<file path="config.mk">
export PLATFORM = sky130hd
export DESIGN_NAME = char_motion
export DESIGN_NICKNAME = d
export VERILOG_FILES = /design/src/rtl/char_motion.sv
export SDC_FILE = /design/constraint.sdc
export NUM_CORES = 1
export LEC_CHECK = 0
export ABC_CLOCK_PERIOD_IN_PS = 5200
export CAP_MARGIN = 20
export CORE_UTILIZATION = 25
export CTS_CLUSTER_DIAMETER = 40
export CTS_CLUSTER_SIZE = 25
export DETAILED_ROUTE_END_ITERATION = 6
export GPL_TIMING_DRIVEN = 0
export HOLD_SLACK_MARGIN = 0.15
export RECOVER_POWER = 25
export SYNTH_ARGS = -nofsm -noshare
export SYNTH_HDL_FRONTEND = slang
export SYNTH_SLANG_ARGS = --single-unit
</file>
<file path="constraint.sdc">
create_clock -name sys_clk -period 5.2 [get_ports sys_clk]
set_input_delay 0.78 -clock sys_clk [delete_from_list [all_inputs] [get_ports sys_clk]]
set_output_delay 0.78 -clock sys_clk [all_outputs]
set_load 0.03 [all_outputs]
</file>
<file path="src/rtl/char_motion.sv">
// Character motion stage: button synchronisers, game-tick divider, walk logic
// and a ground/rise/fall jump FSM producing the registered character position.
module char_motion #(
    parameter int unsigned TICK_DIV = 1000000,
    parameter int unsigned X_START  = 40,
    parameter int unsigned X_MIN    = 0,
    parameter int unsigned X_MAX    = 620,
    parameter int unsigned STEP     = 2,
    parameter int unsigned GROUND_Y = 400,
    parameter int unsigned JUMP_V   = 12,
    parameter int unsigned GRAVITY  = 1,
    parameter int unsigned MAX_FALL = 8
) (
    input  logic       sys_clk,
    input  logic       sys_rst_n,
    input  logic       btn_left,
    input  logic       btn_right,
    input  logic       btn_jump,
    output logic [9:0] char_X,
    output logic [9:0] char_Y,
    output logic       on_ground,
    output logic       facing,
    output logic       tick
);

    localparam int unsigned CNT_W = (TICK_DIV > 1) ? $clog2(TICK_DIV) : 1;
    localparam int unsigned POS_W = 10;
    localparam int unsigned EXT_W = 11;
    localparam int unsigned VEL_W = 6;
    localparam int unsigned BTN_W = 3;

    typedef enum logic [1:0] {
        ST_GROUND,
        ST_RISE,
        ST_FALL
    } state_e;

    logic [BTN_W-1:0] sync1_q, sync1_d;
    logic [BTN_W-1:0] sync2_q, sync2_d;
    logic             jump_prev_q, jump_prev_d;
    logic             jump_req_q, jump_req_d;
    logic [CNT_W-1:0] cnt_q, cnt_d;
    logic             tick_q, tick_d;
    logic [POS_W-1:0] char_x_q, char_x_d;
    logic [POS_W-1:0] char_y_q, char_y_d;
    logic             facing_q, facing_d;
    logic             on_ground_q, on_ground_d;
    logic [VEL_W-1:0] vy_q, vy_d;
    logic [VEL_W-1:0] vf_q, vf_d;
    state_e           state_q, state_d;

    logic             jump_rise;
    logic             jump_take;
    logic             left_s, right_s;
    logic [EXT_W-1:0] x_ext, x_sum, y_ext;
    logic [VEL_W-1:0] vf_inc, fall_n;

    // Synchronisers, tick divider and single-tick jump request
    always_comb begin
        sync1_d     = {btn_jump, btn_right, btn_left};
        sync2_d     = sync1_q;
        jump_prev_d = sync2_q[2];
        left_s      = sync2_q[0];
        right_s     = sync2_q[1];
        jump_rise   = sync2_q[2] & ~jump_prev_q;
        cnt_d       = (cnt_q == CNT_W'(TICK_DIV - 1)) ? '0 : cnt_q + CNT_W'(1);
        tick_d      = (cnt_d == CNT_W'(TICK_DIV - 1));
        jump_take   = tick_q & (jump_req_q | jump_rise);
        jump_req_d  = tick_q ? 1'b0 : (jump_req_q | jump_rise);
    end

    // Walking with edge clamps; computed one bit wider so nothing wraps
    always_comb begin
        char_x_d = char_x_q;
        facing_d = facing_q;
        x_ext    = {1'b0, char_x_q};
        x_sum    = x_ext + EXT_W'(STEP);
        if (tick_q && left_s && !right_s) begin
            facing_d = 1'b1;
            if (x_ext >= EXT_W'(X_MIN) + EXT_W'(STEP)) begin
                char_x_d = POS_W'(x_ext - EXT_W'(STEP));
            end else begin
                char_x_d = POS_W'(X_MIN);
            end
        end else if (tick_q && right_s && !left_s) begin
            facing_d = 1'b0;
            if (x_sum > EXT_W'(X_MAX)) begin
                char_x_d = POS_W'(X_MAX);
            end else begin
                char_x_d = POS_W'(x_sum);
            end
        end
    end

    // Vertical FSM: next state, Y position and speeds
    always_comb begin
        state_d  = state_q;
        char_y_d = char_y_q;
        vy_d     = vy_q;
        vf_d     = vf_q;
        y_ext    = {1'b0, char_y_q};
        vf_inc   = vf_q + VEL_W'(GRAVITY);
        fall_n   = (vf_inc > VEL_W'(MAX_FALL)) ? VEL_W'(MAX_FALL) : vf_inc;
        if (tick_q) begin
            case (state_q)
                ST_GROUND: begin
                    char_y_d = POS_W'(GROUND_Y);
                    if (jump_take) begin
                        vy_d    = VEL_W'(JUMP_V);
                        state_d = ST_RISE;
                    end
                end
                ST_RISE: begin
                    if (y_ext < EXT_W'(vy_q)) begin
                        char_y_d = '0;
                        vf_d     = '0;
                        state_d  = ST_FALL;
                    end else begin
                        char_y_d = char_y_q - POS_W'(vy_q);
                        if (vy_q <= VEL_W'(GRAVITY)) begin
                            vf_d    = '0;
                            state_d = ST_FALL;
                        end else begin
                            vy_d = vy_q - VEL_W'(GRAVITY);
                        end
                    end
                end
                ST_FALL: begin
                    vf_d = fall_n;
                    if (y_ext + EXT_W'(fall_n) >= EXT_W'(GROUND_Y)) begin
                        char_y_d = POS_W'(GROUND_Y);
                        vf_d     = '0;
                        state_d  = ST_GROUND;
                    end else begin
                        char_y_d = POS_W'(y_ext + EXT_W'(fall_n));
                    end
                end
                default: state_d = ST_GROUND;
            endcase
        end
        on_ground_d = (state_d == ST_GROUND);
    end

    always_ff @(posedge sys_clk or negedge sys_rst_n) begin
        if (!sys_rst_n) begin
            sync1_q     <= '0;
            sync2_q     <= '0;
            jump_prev_q <= 1'b0;
            jump_req_q  <= 1'b0;
            cnt_q       <= '0;
            tick_q      <= 1'b0;
            char_x_q    <= POS_W'(X_START);
            char_y_q    <= POS_W'(GROUND_Y);
            facing_q    <= 1'b0;
            on_ground_q <= 1'b1;
            vy_q        <= '0;
            vf_q        <= '0;
            state_q     <= ST_GROUND;
        end else begin
            sync1_q     <= sync1_d;
            sync2_q     <= sync2_d;
            jump_prev_q <= jump_prev_d;
            jump_req_q  <= jump_req_d;
            cnt_q       <= cnt_d;
            tick_q      <= tick_d;
            char_x_q    <= char_x_d;
            char_y_q    <= char_y_d;
            facing_q    <= facing_d;
            on_ground_q <= on_ground_d;
            vy_q        <= vy_d;
            vf_q        <= vf_d;
            state_q     <= state_d;
        end
    end

    assign char_X    = char_x_q;
    assign char_Y    = char_y_q;
    assign on_ground = on_ground_q;
    assign facing    = facing_q;
    assign tick      = tick_q;

endmodule
</file>
==> impl_metrics.prom, run 1 <==
# TYPE chip_impl_metric gauge
chip_impl_metric{name="portBuffers",unit=""} 26
chip_impl_metric{name="vias_per_cell",unit=""} 4.94
chip_impl_metric{name="io_pins",unit=""} 28
chip_impl_metric{name="maximum_fanout_encountered_on_the_critical_timing_path",unit=""} 10
chip_impl_metric{name="fillCellCount",unit=""} 1851
chip_impl_metric{name="finalClockSkew",unit="ns"} 0.00792
chip_impl_metric{name="layout.core_utilization",unit=""} 0.310
chip_impl_metric{name="htreeDepth",unit=""} 3
chip_impl_metric{name="post_detailed_routing_wire_length",unit="mm"} 10.8
chip_impl_info{name="cts_root_buffer",value="clkbuf_16"} 1
chip_impl_metric{name="critPathArrivalTime",unit="ns"} 4.34
chip_impl_metric{name="antenna_found_initial",unit=""} 0
chip_impl_info{name="min_delay_worst_type",value="reg -> reg"} 1
chip_impl_metric{name="total_global_route_track_usage",unit=""} 0.126
chip_impl_metric{name="globalRouteOverflowTotal",unit=""} 0
chip_impl_metric{name="synth.cell_area",unit="um^2"} 4500
chip_impl_metric{name="core_region_area",unit="um^2"} 17400
chip_impl_metric{name="via_count",unit=""} 3915
chip_impl_metric{name="cellLeakagePower",unit="uW"} 0.00220
chip_impl_metric{name="cts.clk_slew.worst_paths",unit="ns"} 0.06
chip_impl_metric{name="synth_cells",unit=""} 524
chip_impl_metric{name="cts-buffers-inserted",unit=""} 9
chip_impl_metric{name="power.net_switching",unit="uW"} 251
chip_impl_metric{name="die_h",unit="um"} 136
chip_impl_metric{name="synth.yosys.seq_area_share",unit=""} 0.357
chip_impl_metric{name="max_freq",unit="MHz"} 243
chip_impl_metric{name="die_area",unit="um^2"} 18500
chip_impl_info{name="critical_path.startpoint_type",value="register"} 1
chip_impl_metric{name="die_x",unit="um"} 136
chip_impl_metric{name="cts_resized",unit=""} 0
chip_impl_metric{name="ys_seq_elements",unit=""} 64
chip_impl_metric{name="share_of_final_layout_standard_cells_stronger_than_drive_strength_1",unit=""} 0.0687
chip_impl_info{name="ys_dominant_reg_cell",value="dfrtp_1"} 1
chip_impl_metric{name="final-seq-area",unit="um^2"} 1610
chip_impl_metric{name="drt_iter0_markers",unit=""} 412
chip_impl_metric{name="fin_crit",unit="ns"} 4.11
chip_impl_info{name="crit_path_end_kind",value="register"} 1
chip_impl_info{name="layout.cells.most_common",value="dfrtp_1"} 1
chip_impl_metric{name="max-clock-path-buffers",unit=""} 2
chip_impl_metric{name="drv_cap",unit=""} 1
chip_impl_metric{name="synth_edf_count",unit=""} 0
chip_impl_metric{name="ant_nets",unit=""} 0
chip_impl_metric{name="crit_required",unit="ns"} 5.43
chip_impl_metric{name="ys.warnings.count",unit=""} 0
chip_impl_metric{name="finalHoldViolCount",unit=""} 0
chip_impl_metric{name="wire_per_inst",unit="um"} 13.6
chip_impl_metric{name="timing.final.crit_share",unit=""} 0.791
chip_impl_metric{name="remaining_max_slew_budget_at_the_tightest_pin",unit=""} -1.40
chip_impl_metric{name="dr.pass1.iters",unit=""} 5
chip_impl_metric{name="final.setup.tns",unit="ns"} 0
chip_impl_metric{name="yosys_cell_types",unit=""} 72
chip_impl_metric{name="place.detailed.hpwl",unit="mm"} 7.70
chip_impl_metric{name="start_util",unit=""} 0.258
chip_impl_info{name="cts_tree",value="yes"} 1
chip_impl_metric{name="slew_violations",unit=""} 65
chip_impl_metric{name="pwr-share-seq",unit=""} 0.399
chip_impl_metric{name="irDropWorstVdd",unit="mV"} 0.169
chip_impl_info{name="run_status",value="complete, but fails checks"} 1
chip_impl_info{name="violations",value="max-capacitance violations, max-slew violations"} 1
chip_impl_metric{name="largest_net_degree_at_the_start_of_global_routing",unit=""} 65
chip_impl_metric{name="setup_viol_count_final",unit=""} 0
chip_impl_metric{name="area_delta_synth_final",unit="%"} 19.8
chip_impl_metric{name="multiInputGateArea",unit="um^2"} 2710
chip_impl_metric{name="grt_first_pass_wirelength",unit="mm"} 18.6
chip_impl_metric{name="clockPowerShare",unit=""} 0.571
chip_impl_metric{name="finalNetCount",unit=""} 594
chip_impl_metric{name="power.switching_fraction",unit=""} 0.199
chip_impl_metric{name="clock-sinks",unit=""} 64
chip_impl_metric{name="post_synth.cell_area_avg",unit="um^2"} 8.59
chip_impl_info{name="most-common-layout-cells",value="dfrtp_1, nor2_1, nand2_1, a21oi_1, o21ai_0"} 1
chip_impl_metric{name="clkLatencyLatePin",unit="ns"} 0.33
chip_impl_metric{name="setup_repair_bufs_after_cts",unit=""} 0
chip_impl_metric{name="place_congestion",unit=""} 0.825
chip_impl_metric{name="async_set_or_reset_flop_fraction_in_the_synthesized_netlist",unit=""} 1.00
chip_impl_metric{name="remaining_drc_errors",unit=""} 0
chip_impl_metric{name="worst_pin_slew",unit="ns"} 3.60
chip_impl_info{name="grt_setup_unrepaired",value="false"} 1
chip_impl_metric{name="internal_power",unit="uW"} 1010
chip_impl_metric{name="powerDensity",unit="nW/um^2"} 233
chip_impl_metric{name="antenna_cell_count",unit=""} 0
chip_impl_metric{name="grt_pass1_vias",unit=""} 3644
chip_impl_info{name="path_class",value="reg -> reg"} 1
chip_impl_metric{name="ctsHoldBuffers",unit=""} 0
chip_impl_metric{name="share_comb_of_total_power",unit=""} 0.030
chip_impl_metric{name="rows",unit=""} 48
==> cells by family after synthesis <==
family | share of synthesized area
other cells | 0.000833
xor+xnor | 0.0642
fa+ha+maj | 0.0756
buf+inv | 0.0425
compound gates | 0.207
mux | 0.00500
flops | 0.357
simple gates | 0.247
==> worst paths after layout <==
path / startpoint / endpoint / slack [ns] / cells after the start
worst min-delay path: sync1_q[2] / sync2_q[2] / 0.35 / 0
worst max-delay path: vf_q[0] / on_ground / 1.09 / 15
min in group asynchronous: sys_rst_n / char_X[6] / 1.68 / 1
worst max register to register: vf_q[0] / on_ground / 1.09 / 15
max in group asynchronous: sys_rst_n / state_q[1] / 1.49 / 1
worst min register to register: sync1_q[2] / sync2_q[2] / 0.35 / 0
==> state kept, by name (all words and copies together) (netlist names) <==
name	flops
state_q	2
jump_req_q	1
vy_q	6
cnt_q	20
facing	1
on_ground	1
tick	1
char_Y	10
vf_q	6
char_X	9
sync1_q	3
jump_prev_q	1
sync2_q	3
==> synthesized netlist by cell type, types with 8 or more instances <==
cell type | n | area, um^2
nand4_1 | 11 | 68.8
inv_1 | 22 | 82.6
clkbuf_1 | 19 | 71.3
xor2_1 | 17 | 149
dfrtp_1 | 58 | 1450
nor2_1 | 57 | 214
nor3_1 | 14 | 70.1
xnor2_1 | 16 | 140
ha_1 | 24 | 300
nand3_1 | 25 | 125
nand2_1 | 45 | 169
o21ai_0 | 27 | 135
a21oi_1 | 30 | 150
a211oi_1 | 8 | 60.1
and3_1 | 9 | 56.3
==> final cells by class <==
| class | count | area share |
|---|---|---|
| Sequential cell | 64 | 0.298 |
| Timing Repair Buffer | 26 | 0.0471 |
| Inverter | 22 | 0.0153 |
| Buffer | 25 | 0.0202 |
| Tap cell | 225 | 0.0522 |
| Clock buffer | 13 | 0.0482 |
| Multi-Input combinational cell | 415 | 0.502 |
| Clock inverter | 3 | 0.0167 |
==> stage by stage <==
stage | total power, uW | area, um^2 | worst slack, ns | hold slack (ns) | cells
finish | 1260 | 5400 | 1.09 | 0.349 | 793
floorplan | 532 | 4510 | 1.70 | 0.331 | 526
global placement | 551 | 5050 | 0.994 | 0.336 | 777
CTS | 1280 | 5400 | 1.10 | 0.352 | 793
global route | 1310 | 5400 | 0.638 | 0.355 | 793
detailed placement | 551 | 5050 | 1.16 | 0.339 | 777
==> worst max-delay path: stages (launching register included) <==
cell and delay [ns]:
dfrtp_1 0.44, and3_1 0.19, clkbuf_1 0.16, o211ai_1 0.19
o22ai_1 0.11, o21a_1 0.25, nor2b_1 0.16, ha_1 0.24
fa_1 0.42, a21o_1 0.21, a221o_1 0.41, and3_1 0.24
o31ai_2 0.35, a21boi_2 0.17, buf_6 0.19, a211oi_1 0.28
==> per-layer routing <==
metal	global-route usage	vias to the layer above	share of wire
li1	-	1985	-
met5	0	-	0
met1	0.178	1827	0.51
met3	0.0257	12	0.034
met4	0.0457	0	0.010
met2	0.187	91	0.45
==> power groups by stage <==
stage,combinational (uW),clock (uW),sequential [uW]
5_1_grt,43.2,763,503
2_1_floorplan,20.9,0,511
3_3_place_gp,39.4,0,512
6_report,37.9,719,503
4_1_cts,39.8,739,503
3_5_place_dp,39.7,0,512
(Power assumes the default switching activity.)
==> run 2: changes to the inputs <==
--- a/config.mk
+++ b/config.mk
@@ -5,7 +5,7 @@
 export SDC_FILE = /design/constraint.sdc
 export NUM_CORES = 1
 export LEC_CHECK = 0
-export ABC_CLOCK_PERIOD_IN_PS = 5200
+export ABC_CLOCK_PERIOD_IN_PS = 3420
 export CAP_MARGIN = 20
 export CORE_UTILIZATION = 25
 export CTS_CLUSTER_DIAMETER = 40
==> constraint.sdc (replaced) <==
create_clock -name sys_clk -period 3.42 [get_ports sys_clk]
set_input_delay 0.513 -clock sys_clk [delete_from_list [all_inputs] [get_ports sys_clk]]
set_output_delay 0.513 -clock sys_clk [all_outputs]
set_load 0.03 [all_outputs]
==> impl_metrics.prom, run 2 (same netlist as run 1, synthesis figures left out) <==
# TYPE chip_impl_metric gauge
chip_impl_metric{name="area_delta_synth_final",unit="%"} 25.1
chip_impl_metric{name="grt_first_pass_wirelength",unit="mm"} 18.9
chip_impl_info{name="grt_setup_unrepaired",value="true"} 1
chip_impl_metric{name="grt_util_met1",unit=""} 0.176
chip_impl_metric{name="fillCellCount",unit=""} 1813
chip_impl_info{name="most_common_cell_on_crit_path",value="and3_4"} 1
chip_impl_metric{name="fin_crit",unit="ns"} 3.56
chip_impl_metric{name="critPathArrivalTime",unit="ns"} 3.80
chip_impl_info{name="violations",value="max-capacitance violations, max-slew violations, negative setup slack"} 1
chip_impl_metric{name="rows",unit=""} 48
chip_impl_info{name="gr-max-usage-layer",value="met2"} 1
chip_impl_metric{name="power.net_switching",unit="uW"} 409
chip_impl_info{name="worstPathCellList",value="and3_4 > o211ai_1 > o22ai_1 > o21a_2 > nor2b_4 > ha_4 > fa_2 > a21o_1 > a221o_1 > and3_4 > o31ai_4 > a21boi_4 > buf_6 > a211oi_4"} 1
chip_impl_metric{name="die_area",unit="um^2"} 18500
chip_impl_metric{name="timing.final.crit_share",unit=""} 1.04
chip_impl_metric{name="antenna_cell_count",unit=""} 0
chip_impl_info{name="worst_path_max_delay_cell",value="dfrtp_2"} 1
chip_impl_metric{name="via_count",unit=""} 4032
chip_impl_metric{name="irDropWorstVdd",unit="mV"} 0.255
chip_impl_metric{name="clkLatencyLatePin",unit="ns"} 0.34
chip_impl_metric{name="pwr-share-seq",unit=""} 0.446
chip_impl_metric{name="portBuffers",unit=""} 26
chip_impl_metric{name="internal_power",unit="uW"} 1310
chip_impl_metric{name="ant_nets",unit=""} 0
chip_impl_metric{name="drt_iter0_markers",unit=""} 294
chip_impl_info{name="layout.cells.most_common",value="nor2_1"} 1
chip_impl_metric{name="place.detailed.hpwl",unit="mm"} 7.84
chip_impl_metric{name="clock-sinks",unit=""} 64
chip_impl_metric{name="finalClockSkew",unit="ns"} 0.00742
chip_impl_metric{name="vias_per_cell",unit=""} 4.97
chip_impl_metric{name="worst_pin_slew",unit="ns"} 1.67
chip_impl_metric{name="setup_viol_count_final",unit=""} 12
chip_impl_metric{name="cts-buffers-inserted",unit=""} 9
chip_impl_metric{name="grt_pass1_vias",unit=""} 3781
chip_impl_info{name="cts_tree",value="yes"} 1
chip_impl_info{name="critical_path.startpoint_type",value="register"} 1
chip_impl_info{name="crit_path_end_kind",value="register"} 1
chip_impl_metric{name="final.setup.tns",unit="ns"} -1.27
chip_impl_metric{name="largest_net_degree_at_the_start_of_global_routing",unit=""} 65
chip_impl_metric{name="share_of_final_layout_standard_cells_stronger_than_drive_strength_1",unit=""} 0.142
chip_impl_metric{name="htreeDepth",unit=""} 3
chip_impl_info{name="largest-register",value="cnt_q"} 1
chip_impl_metric{name="globalRouteOverflowTotal",unit=""} 0
chip_impl_info{name="path_class",value="reg -> reg"} 1
chip_impl_info{name="cpLargestDelayFamily",value="compound AO/OA/AOI/OAI gates"} 1
chip_impl_metric{name="fin_total_pwr",unit="uW"} 1710
chip_impl_metric{name="antenna_found_initial",unit=""} 0
chip_impl_metric{name="total_global_route_track_usage",unit=""} 0.129
chip_impl_metric{name="io_pins",unit=""} 28
chip_impl_info{name="most-common-layout-cells",value="nor2_1, dfrtp_1, nand2_1, a21oi_1, o21ai_0"} 1
chip_impl_metric{name="remaining_drc_errors",unit=""} 0
chip_impl_metric{name="core_region_area",unit="um^2"} 17400
chip_impl_metric{name="final_critical_path_setup_slack",unit="ns"} -0.136
chip_impl_metric{name="post_detailed_routing_wire_length",unit="mm"} 11.2
chip_impl_metric{name="powerDensity",unit="nW/um^2"} 304
chip_impl_metric{name="power.switching_fraction",unit=""} 0.239
chip_impl_info{name="min_delay_worst_type",value="reg -> reg"} 1
chip_impl_metric{name="grt_util_met2",unit=""} 0.197
chip_impl_metric{name="clockPowerShare",unit=""} 0.508
chip_impl_metric{name="pre_cts_ws",unit="ns"} -0.530
chip_impl_metric{name="slew_violations",unit=""} 65
chip_impl_metric{name="cts.clk_slew.worst_paths",unit="ns"} 0.06
chip_impl_metric{name="maximum_fanout_encountered_on_the_critical_timing_path",unit=""} 5
chip_impl_metric{name="die_h",unit="um"} 136
chip_impl_metric{name="worst_path_largest_cell_delay",unit="ns"} 0.46
chip_impl_metric{name="max-clock-path-buffers",unit=""} 2
chip_impl_metric{name="finalHoldViolCount",unit=""} 0
chip_impl_metric{name="remaining_max_slew_budget_at_the_tightest_pin",unit=""} -0.112
chip_impl_metric{name="drv_cap",unit=""} 1
chip_impl_metric{name="gr_layer_usage_met3",unit=""} 0.0227
chip_impl_metric{name="die_x",unit="um"} 136
chip_impl_metric{name="share_comb_of_total_power",unit=""} 0.046
chip_impl_metric{name="largest_register_ffs",unit=""} 20
chip_impl_metric{name="start_util",unit=""} 0.258
chip_impl_info{name="run_status",value="complete, but fails checks"} 1
chip_impl_metric{name="cellLeakagePower",unit="uW"} 0.00228
chip_impl_metric{name="wire_per_inst",unit="um"} 13.8
chip_impl_metric{name="dr.pass1.iters",unit=""} 4
chip_impl_metric{name="place_congestion",unit=""} 0.802
chip_impl_metric{name="max_freq",unit="MHz"} 281
chip_impl_metric{name="rrSetupSlack",unit="ns"} -0.14
chip_impl_metric{name="crit_required",unit="ns"} 3.66
chip_impl_metric{name="crit_buf_inv",unit=""} 1
chip_impl_info{name="cts_root_buffer",value="clkbuf_16"} 1
chip_impl_metric{name="finalNetCount",unit=""} 612
run 2: power groups by stage:
stage | clock network [uW] | logic, uW | registers, uW
detailed placement | 0 | 63.1 | 778
floorplan | 0 | 34.3 | 777
CTS | 898 | 78.4 | 764
global route | 936 | 87.8 | 764
finish | 870 | 79.6 | 764
global placement | 0 | 62.9 | 778
run 2: worst paths after layout:
path	startpoint	endpoint	depth (start not counted)
worst max register to register	vf_q[0]	on_ground	14
worst min-delay path	sync1_q[2]	sync2_q[2]	0
min in group asynchronous	sys_rst_n	vf_q[4]	1
worst max-delay path	vf_q[0]	on_ground	14
max in group asynchronous	sys_rst_n	vf_q[1]	1
worst min register to register	sync1_q[2]	sync2_q[2]	0
run 2: through the flow:
step / util / cells / instance area, um^2 / hold slack [ns]
after floorplan: - / 526 / 4530 / 0.217
after global routing: 0.323 / 811 / 5630 / 0.358
after CTS: 0.320 / 806 / 5570 / 0.318
after global placement: 0.291 / 777 / 5070 / 0.333
final: 0.323 / 811 / 5630 / 0.347
after detailed placement: 0.291 / 777 / 5070 / 0.335
run 2: final cells by class:
type	instances	area, um^2	area share
buffer	23	101	0.0180
clock buffer	10	239	0.0424
clock inverter	6	43.8	0.00778
inverter	22	82.6	0.0147
multi-input combinational	415	2860	0.507
sequential	64	1610	0.286
tap	225	282	0.0500
timing repair buffer	46	413	0.0733
run 2: per-layer routing:
metal  routed length (um)  vias up
met2                 5110       59
met3                  339       15
met4                  231        0
met1                 5530     1942
met5                    0        -
li1                     -     2016
run 2: repair_timing:
item	4_1_cts	5_1_grt
endpoints found under the setup margin	15	16
gates resized for setup	24	5
hold buffers	0	0
buffers inserted	13	7
pin swaps	16	15
gates cloned	1	0
==> run 3: changes to the inputs <==
--- a/config.mk
+++ b/config.mk
@@ -5,7 +5,7 @@
 export SDC_FILE = /design/constraint.sdc
 export NUM_CORES = 1
 export LEC_CHECK = 0
-export ABC_CLOCK_PERIOD_IN_PS = 3420
+export ABC_CLOCK_PERIOD_IN_PS = 4300
 export CAP_MARGIN = 20
 export CORE_UTILIZATION = 25
 export CTS_CLUSTER_DIAMETER = 40
==> constraint.sdc (replaced) <==
create_clock -name sys_clk -period 4.3 [get_ports sys_clk]
set_input_delay 0.645 -clock sys_clk [delete_from_list [all_inputs] [get_ports sys_clk]]
set_output_delay 0.645 -clock sys_clk [all_outputs]
set_load 0.03 [all_outputs]
==> impl_metrics.prom, run 3 (same netlist as run 1, synthesis figures left out) <==
# TYPE chip_impl_metric gauge
chip_impl_metric{name="timing.final.crit_share",unit=""} 0.945
chip_impl_metric{name="final_hold_slack",unit="ns"} 0.349
chip_impl_metric{name="final.setup.tns",unit="ns"} 0
chip_impl_metric{name="grt_util_met1",unit=""} 0.178
chip_impl_metric{name="power.switching_fraction",unit=""} 0.200
chip_impl_metric{name="grt_util_met2",unit=""} 0.187
chip_impl_metric{name="cts-buffers-inserted",unit=""} 9
chip_impl_info{name="layout.cells.most_common",value="dfrtp_1"} 1
chip_impl_metric{name="drv_cap",unit=""} 1
chip_impl_info{name="cts_root_buffer",value="clkbuf_16"} 1
chip_impl_metric{name="rrSetupSlack",unit="ns"} 0.24
chip_impl_info{name="critical_path.startpoint_type",value="register"} 1
chip_impl_metric{name="wire_per_inst",unit="um"} 13.6
chip_impl_metric{name="core_region_area",unit="um^2"} 17400
chip_impl_metric{name="rows",unit=""} 48
chip_impl_metric{name="clkLatencyLatePin",unit="ns"} 0.33
chip_impl_metric{name="cts.clk_slew.worst_paths",unit="ns"} 0.06
chip_impl_metric{name="total_global_route_track_usage",unit=""} 0.126
chip_impl_metric{name="setup_repair_bufs_after_cts",unit=""} 0
chip_impl_metric{name="max_freq",unit="MHz"} 246
chip_impl_metric{name="critPathArrivalTime",unit="ns"} 4.29
chip_impl_metric{name="dp.cells",unit=""} 777
chip_impl_metric{name="gr_layer_usage_met3",unit=""} 0.0257
chip_impl_metric{name="vias_per_cell",unit=""} 4.95
chip_impl_info{name="path_class",value="reg -> reg"} 1
chip_impl_metric{name="final-seq-area",unit="um^2"} 1610
chip_impl_metric{name="fillCellCount",unit=""} 1849
chip_impl_info{name="most-common-layout-cells",value="dfrtp_1, nor2_1, nand2_1, a21oi_1, o21ai_0"} 1
chip_impl_metric{name="grt_first_pass_wirelength",unit="mm"} 18.6
chip_impl_metric{name="htreeDepth",unit=""} 3
chip_impl_metric{name="area_delta_synth_final",unit="%"} 20.1
chip_impl_metric{name="pre_cts_ws",unit="ns"} 0.260
chip_impl_metric{name="start_util",unit=""} 0.258
chip_impl_metric{name="finalClockSkew",unit="ns"} 0.00791
chip_impl_metric{name="power.net_switching",unit="uW"} 305
chip_impl_info{name="startpoint",value="vf_q[0]"} 1
chip_impl_metric{name="portBuffers",unit=""} 26
chip_impl_info{name="cts_tree",value="yes"} 1
chip_impl_info{name="setup.worst_path.end",value="on_ground"} 1
chip_impl_metric{name="fin_cells",unit=""} 793
chip_impl_info{name="grt_setup_unrepaired",value="false"} 1
chip_impl_metric{name="max-clock-path-buffers",unit=""} 2
chip_impl_metric{name="die_h",unit="um"} 136
chip_impl_metric{name="slew_violations",unit=""} 65
chip_impl_metric{name="cts_resized",unit=""} 0
chip_impl_metric{name="globalRouteOverflowTotal",unit=""} 0
chip_impl_info{name="run_status",value="complete, but fails checks"} 1
chip_impl_metric{name="share_of_final_layout_standard_cells_stronger_than_drive_strength_1",unit=""} 0.0704
chip_impl_info{name="gr-max-usage-layer",value="met2"} 1
chip_impl_info{name="min_delay_worst_type",value="reg -> reg"} 1
chip_impl_metric{name="io_pins",unit=""} 28
chip_impl_metric{name="via_count",unit=""} 3929
chip_impl_metric{name="ctsHoldBuffers",unit=""} 0
chip_impl_metric{name="largest_register_ffs",unit=""} 20
chip_impl_metric{name="final_critical_path_setup_slack",unit="ns"} 0.238
chip_impl_metric{name="finalNetCount",unit=""} 594
chip_impl_metric{name="share_comb_of_total_power",unit=""} 0.031
chip_impl_metric{name="antenna_found_initial",unit=""} 0
chip_impl_info{name="largest-register",value="cnt_q"} 1
chip_impl_metric{name="timing.reg2reg.worst_path_depth",unit=""} 15
chip_impl_metric{name="place_congestion",unit=""} 0.825
chip_impl_metric{name="pwr-share-seq",unit=""} 0.399
chip_impl_metric{name="place.detailed.hpwl",unit="mm"} 7.70
chip_impl_metric{name="remaining_drc_errors",unit=""} 0
chip_impl_metric{name="clock-sinks",unit=""} 64
chip_impl_metric{name="worst_pin_slew",unit="ns"} 1.68
chip_impl_metric{name="die_area",unit="um^2"} 18500
chip_impl_info{name="timing.rr.start",value="vf_q[0]"} 1
chip_impl_metric{name="powerDensity",unit="nW/um^2"} 282
chip_impl_metric{name="finalHoldViolCount",unit=""} 0
chip_impl_metric{name="grt_pass1_vias",unit=""} 3644
chip_impl_metric{name="layout.core_utilization",unit=""} 0.310
chip_impl_metric{name="largest_net_degree_at_the_start_of_global_routing",unit=""} 65
chip_impl_metric{name="dr.pass1.iters",unit=""} 5
chip_impl_metric{name="ant_nets",unit=""} 0
chip_impl_metric{name="multiInputGateArea",unit="um^2"} 2720
chip_impl_info{name="crit_path_end_kind",value="register"} 1
chip_impl_metric{name="irDropWorstVdd",unit="mV"} 0.205
chip_impl_metric{name="post_detailed_routing_wire_length",unit="mm"} 10.8
chip_impl_info{name="worst_r2r_endpoint",value="on_ground"} 1
chip_impl_metric{name="remaining_max_slew_budget_at_the_tightest_pin",unit=""} -0.118
chip_impl_metric{name="maximum_fanout_encountered_on_the_critical_timing_path",unit=""} 10
chip_impl_metric{name="antenna_cell_count",unit=""} 0
chip_impl_metric{name="setup_viol_count_final",unit=""} 0
chip_impl_metric{name="fin_crit",unit="ns"} 4.06
chip_impl_metric{name="drt_iter0_markers",unit=""} 412
chip_impl_info{name="violations",value="max-capacitance violations, max-slew violations"} 1
chip_impl_metric{name="die_x",unit="um"} 136
chip_impl_metric{name="clockPowerShare",unit=""} 0.570
chip_impl_metric{name="crit_required",unit="ns"} 4.53
chip_impl_metric{name="internal_power",unit="uW"} 1220
chip_impl_metric{name="cellLeakagePower",unit="uW"} 0.00221
## run 3: changes by cell type in the layout (fill, tap and decap cells not counted), moves of 3 or more
cell	delta
buf_4	-18
a21oi_1	+3
dfrtp_1	+3
ha_1	+3
ha_4	-3
clkbuf_1	+4
a21oi_2	-3
clkinvlp_4	-4
bufinv_16	+3
dfrtp_2	-3
## run 3: worst min path at each step
stage	startpoint	slack [ns]	cells after the start	to
2_1_floorplan	sync1_q[0]	0.33	0	sync2_q[0]
5_1_grt	sync1_q[2]	0.35	0	sync2_q[2]
3_5_place_dp	sync1_q[2]	0.34	0	sync2_q[2]
3_3_place_gp	sync1_q[2]	0.34	0	sync2_q[2]
6_report	sync1_q[2]	0.35	0	sync2_q[2]
4_1_cts	sync1_q[2]	0.35	0	sync2_q[2]
## run 3: metrics by stage
| step | power [uW] | instance area [um^2] |
|---|---|---|
| final | 1530 | 5410 |
| after detailed placement | 667 | 5050 |
| after global routing | 1580 | 5410 |
| after floorplan | 643 | 4510 |
| after CTS | 1550 | 5400 |
| after global placement | 666 | 5050 |
## run 3: area by class of cell
type                    count  share of cell area
plain buffers              25              0.0201
clock buffers              13              0.0481
clock inverters             3              0.0167
inverters                  22              0.0153
multi-input cells         415               0.503
flip-flops and latches     64               0.298
well taps                 225              0.0521
repair buffers             26              0.0472
## run 3: power groups by stage
stage	Sequential [uW]	Combinational, uW	Clock, uW
floorplan	618	25.3	0
global placement	619	47.6	0
detailed placement	619	48.0	0
CTS	608	48.2	894
global route	608	53.9	922
finish	608	47.4	870
## run 3: metal layers
layer  vias to the layer above  share of wire
li1                       1982              -
met1                      1837           0.51
met2                        98           0.45
met3                        12          0.036
met4                         0          0.011
met5                         -              0
## run 3: worst max-delay path: stages, from the launching register on
cell and delay (ns):
dfrtp_1 0.44, and3_1 0.19, clkbuf_1 0.16, o211ai_1 0.19
o22ai_1 0.11, o21a_1 0.25, nor2b_1 0.16, ha_1 0.24
fa_1 0.42, a21o_1 0.21, a221o_1 0.40, and3_1 0.26
o31ai_4 0.31, a21boi_2 0.15, buf_6 0.18, a211oi_1 0.28
==> RTL edit 1: new RTL, flow settings as in run 1 <==
Add an input register stage for `btn_left`, `btn_right` and `btn_jump`, cleared by the reset; this delays them by one clock.
--- a/src/rtl/char_motion.sv
+++ b/src/rtl/char_motion.sv
@@ -35,6 +35,22 @@
         ST_FALL
     } state_e;
 
+    logic btn_left_q;
+    logic btn_right_q;
+    logic btn_jump_q;
+
+    always_ff @(posedge sys_clk or negedge sys_rst_n) begin
+        if (!sys_rst_n) begin
+            btn_left_q  <= '0;
+            btn_right_q <= '0;
+            btn_jump_q  <= '0;
+        end else begin
+            btn_left_q  <= btn_left;
+            btn_right_q <= btn_right;
+            btn_jump_q  <= btn_jump;
+        end
+    end
+
     logic [BTN_W-1:0] sync1_q, sync1_d;
     logic [BTN_W-1:0] sync2_q, sync2_d;
     logic             jump_prev_q, jump_prev_d;
@@ -57,7 +73,7 @@
 
     // Synchronisers, tick divider and single-tick jump request
     always_comb begin
-        sync1_d     = {btn_jump, btn_right, btn_left};
+        sync1_d     = {btn_jump_q, btn_right_q, btn_left_q};
         sync2_d     = sync1_q;
         jump_prev_d = sync2_q[2];
         left_s      = sync2_q[0];
Check against the original RTL: no difference found for any inputs over 10 cycles, from zero or initial values and one cycle with sys_rst_n low; that may be too few to reach the edited logic, so the function may still have changed.
==> RTL edit 1 against run 1 <==
  * The run still ends with max-capacitance violations, max-slew violations left
  * Sequential cell count is 3 higher
  * Power shrank 10%
  * Setup slack lost 180 ps
  * Highest routed layer unchanged
  * Sequential share of layout area up 2.6 points
  * Area after synthesis shrank 2.8%
  * Non-clock buffer count is 9 lower
  * First-iteration DRC count down 45%
  * Final cell count down 3.8%
  * Routed wire length decreased by 9.8%
  * Cell area decreased by 3.8%
==> RTL edit 1: results <==
set metrics [dict create \
    outcome "complete, but fails checks" \
    failed_checks "max-capacitance violations, max-slew violations" \
    fillers 1776 \
    grt_usage_pct 11.5 \
    timing.rr.end "char_Y[2]" \
    seq_area_frac_synth_pct 38.5 \
    ff2ff_path_depth 17 \
    drt_iter0_drc 226 \
    fin_worst_skew_ps 9.61 \
    synth_cell_types 69 \
    crit_family "compound AO/OA/AOI/OAI gates" \
    hpwl_um 7140 \
    cp.arrival_ps 4530 \
    tightest_slew_ps 3580 \
    finalWirelength_um 9750 \
    slowest_delay_ps 470 \
    ys_top_cells_by_count "dfrtp_1 (61), nand2_1 (53), nor2_1 (43)" \
    firstDrtPassIters 4 \
    vias_per_cell 4.82 \
    grt_pass1_wl_um 16600 \
    worstHoldEndpoint "sync2_q[1]" \
    slew_violations 68 \
    hold_path_startpoint "sync1_q[1]" \
    drv_cap 1 \
    nNetsFinal 568 \
    first_global_vias 3409 \
    p_leak_nw 2.18 \
    port_buffers 26 \
    final_layout_size_suffix_gt1_share_pct 6.63 \
    grt_max_degree 68 \
    ir_worst_vdd_uv 150 \
    ys_top_cells_by_area "dfrtp_1 (35%), ha_1 (6.9%), nand2_1 (4.5%), xnor2_1 (4.0%), nor2_1 (3.7%)" \
]
[RTL edit 1: changes by cell type in the layout (fill, tap and decap cells not counted), sizes merged, moves of 4 or more]
cell	change
nand4	-10
clkbuf	-10
a211oi	-5
xnor2	+4
nor2	-15
or3	+6
o31a	-4
clkinv	+4
a21o	+4
nand2	+7
[RTL edit 1: logic make-up (layout without fill, tap and decap cells)]
logic type      Yosys count  count (layout)  synth area share [%]
mux                       1               1                 0.257
flops                    67              67                  38.5
xor+xnor                 37              37                  7.41
other cells               1               3                0.0857
buf+inv                  40              82                  3.69
fa+ha+maj                25              25                  7.32
compound gates          131             131                  20.6
simple gates            197             197                  22.2
[RTL edit 1: how the worst max path moves through the flow]
stage | from | slack, ps | end
4_1_cts | vf_q[0] | 900 | char_Y[2]
3_5_place_dp | vf_q[0] | 920 | char_Y[2]
6_report | vf_q[0] | 910 | char_Y[2]
5_1_grt | sys_rst_n | 620 | vf_q[3]
2_1_floorplan | vf_q[0] | 1290 | char_Y[2]
3_3_place_gp | sys_rst_n | 940 | char_X[1]
[RTL edit 1: area by class of cell]
class | instances | area [um2] | share of cell area, %
Sequential cell | 67 | 1680 | 32.4
Clock buffer | 10 | 239 | 4.60
Buffer | 16 | 71.3 | 1.37
Timing Repair Buffer | 26 | 254 | 4.89
Inverter | 24 | 90.1 | 1.74
Tap cell | 220 | 275 | 5.30
Multi-Input combinational cell | 394 | 2540 | 48.9
Clock inverter | 6 | 40.0 | 0.771
[RTL edit 1: routing by layer]
| metal | vias up | wire length, um | global-route usage (%) |
|---|---|---|---|
| met5 | - | 0 | 0 |
| met4 | 0 | 219 | 5.37 |
| met3 | 15 | 267 | 2.46 |
| met2 | 42 | 4450 | 18.0 |
| met1 | 1732 | 4810 | 15.1 |
| li1 | 1886 | - | - |
[RTL edit 1: stage by stage]
| stage | setup WS, ps | total power, mW | hold WS (ps) | instances |
|---|---|---|---|---|
| 2_1_floorplan | 1290 | 0.558 | 331 | 501 |
| 3_3_place_gp | 940 | 0.577 | 332 | 747 |
| 3_5_place_dp | 923 | 0.577 | 337 | 747 |
| 4_1_cts | 899 | 1.15 | 347 | 763 |
| 5_1_grt | 617 | 1.18 | 354 | 763 |
| 6_report | 910 | 1.13 | 344 | 763 |
[RTL edit 1: worst reg2reg max path, delay by kind of cell (launching register included)]
kind / cells / cell delay [ps]
compound gates: 9 / 1950
buf+inv: 1 / 140
simple gates: 4 / 860
flops: 1 / 470
fa+ha+maj: 3 / 780
[RTL edit 1: where the power goes]
group          internal, mW  switching, mW
sequential            0.526        0.00179
combinational        0.0129         0.0249
clock                 0.335          0.230
==> RTL edit 2: new RTL, config.mk and constraints of run 1 <==
Made on the original files. Set the parameter `TICK_DIV` to 250000 (it was 1000000).
--- a/src/rtl/char_motion.sv
+++ b/src/rtl/char_motion.sv
@@ -1,7 +1,7 @@
 // Character motion stage: button synchronisers, game-tick divider, walk logic
 // and a ground/rise/fall jump FSM producing the registered character position.
 module char_motion #(
-    parameter int unsigned TICK_DIV = 1000000,
+    parameter int unsigned TICK_DIV = 250000,
     parameter int unsigned X_START  = 40,
     parameter int unsigned X_MIN    = 0,
     parameter int unsigned X_MAX    = 620,
Check against the original RTL: no difference found for any inputs over 10 cycles, from zero or initial values and one cycle with sys_rst_n low; that may be too few to reach the edited logic, so the function may still have changed.
==> RTL edit 2 against run 1 <==
  * The run still ends with max-capacitance violations, max-slew violations left
  * Clock power down 14%
  * Area after synthesis down 0.61%
  * Setup slack worse by 220 ps
  * Power down 9.9%
  * Routed wire length down 5.7%
  * Sequential power down 3%
  * Sequential cell count down 2
  * Cell area down 1.4%
  * Critical endpoint is now char_Y[1]
==> RTL edit 2: results <==
set metrics [dict create \
    grt_use_met2_pct 17.9 \
    synth_compound_area_share_pct 20.7 \
    drt_iter0_drc 280 \
    failed_checks "max-capacitance violations, max-slew violations" \
    swShare_pct 21.3 \
    worstHoldEndpoint "sync2_q[0]" \
    post-place-ws_ps 913 \
    post_cts_resized 0 \
    final_layout_size_suffix_gt1_share_pct 11.1 \
    cp.arrival_ps 4580 \
    fin_worst_skew_ps 4.60 \
    p_leak_nw 2.19 \
    relSlewSlack_pct -125 \
    holdWs_ps 356 \
    seq_area_frac_synth_pct 34.8 \
    synth_cell_types 85 \
    whs_path_depth 0 \
    synth_fa_ha_area_share_pct 7.33 \
    post-place-cells 760 \
    grt_usage_pct 12.1 \
    worstPathMaxFanout 9 \
    slew_violations 63 \
    wl_met3_um 303 \
    nNetsFinal 576 \
    wl_met1_um 5260 \
    ir_worst_vdd_uv 120 \
    vias_per_cell 4.82 \
    timing.rr.end "char_Y[1]" \
    grt_max_degree 63 \
    avgSynthCellArea_um2 8.83 \
    clock_path_buffers 2 \
    ys_top_cells_by_count "dfrtp_1 (56), nor2_1 (49), nand2_1 (36)" \
    powerClk_uw 619 \
    cts_hold_buf 0 \
    outcome "complete, but fails checks" \
    r2r_setup_slack_ps 860 \
    largest_reg_flops 18 \
    route.met2.wl_um 4470 \
    p_seq_uw 487 \
    wl_per_cell_um 13.1 \
    ys_top_cells_by_area "dfrtp_1 (31%), ha_1 (6.4%), nor2_1 (4.1%), a21oi_1 (3.6%), dfstp_2 (3.5%)" \
    grt_pass1_wl_um 17700 \
    holdCritPathClass "flop to flop" \
    hold_path_startpoint "sync1_q[0]" \
    synth-xor-area-share_pct 6.66 \
    finalWirelength_um 10200 \
    total_power_mw 1.14 \
    use_met3_pct 2.84 \
    port_buffers 26 \
    first_global_vias 3594 \
    synthMuxAreaShare_pct 0.252 \
    firstDrtPassIters 4 \
    gr-usage-met1_pct 16.8 \
    hpwl_um 7430 \
    drv_cap 1 \
    gp_congestion 0.837 \
    placed_area_um2 5020 \
    async_flop_share_pct 100 \
]
==> RTL edit 2: worst max-delay path, cell delays in order, from the launching register on <==
cell and delay (ps):
dfrtp_1 510, ha_1 360, and3_2 260, xor2_1 150, nor4_1 90, ha_1 230
fa_1 440, or2_1 260, a31o_1 240, o21ai_1 250, a22oi_1 140, o32ai_1 480
a311oi_4 200, nor2_4 260, nand3_1 150, o21ai_0 210
==> RTL edit 2: final cells by class <==
class | instances | area [um2]
clock inverter | 4 | 53.8
inverter | 27 | 101
multi-input combinational | 399 | 2680
tap | 225 | 282
fill | 1858 | 12100
timing repair buffer | 26 | 254
sequential | 62 | 1560
buffer | 21 | 136
clock buffer | 12 | 256
==> RTL edit 2: how the worst max path moves through the flow <==
stage                 start  slack [ps]        end
floorplan           vf_q[0]        1410  on_ground
global placement    vf_q[0]         920  char_Y[6]
detailed placement  vf_q[0]         910  char_Y[1]
CTS                 vf_q[0]         900  char_Y[1]
global route        vf_q[0]         560  char_Y[1]
finish              vf_q[0]         860  char_Y[1]
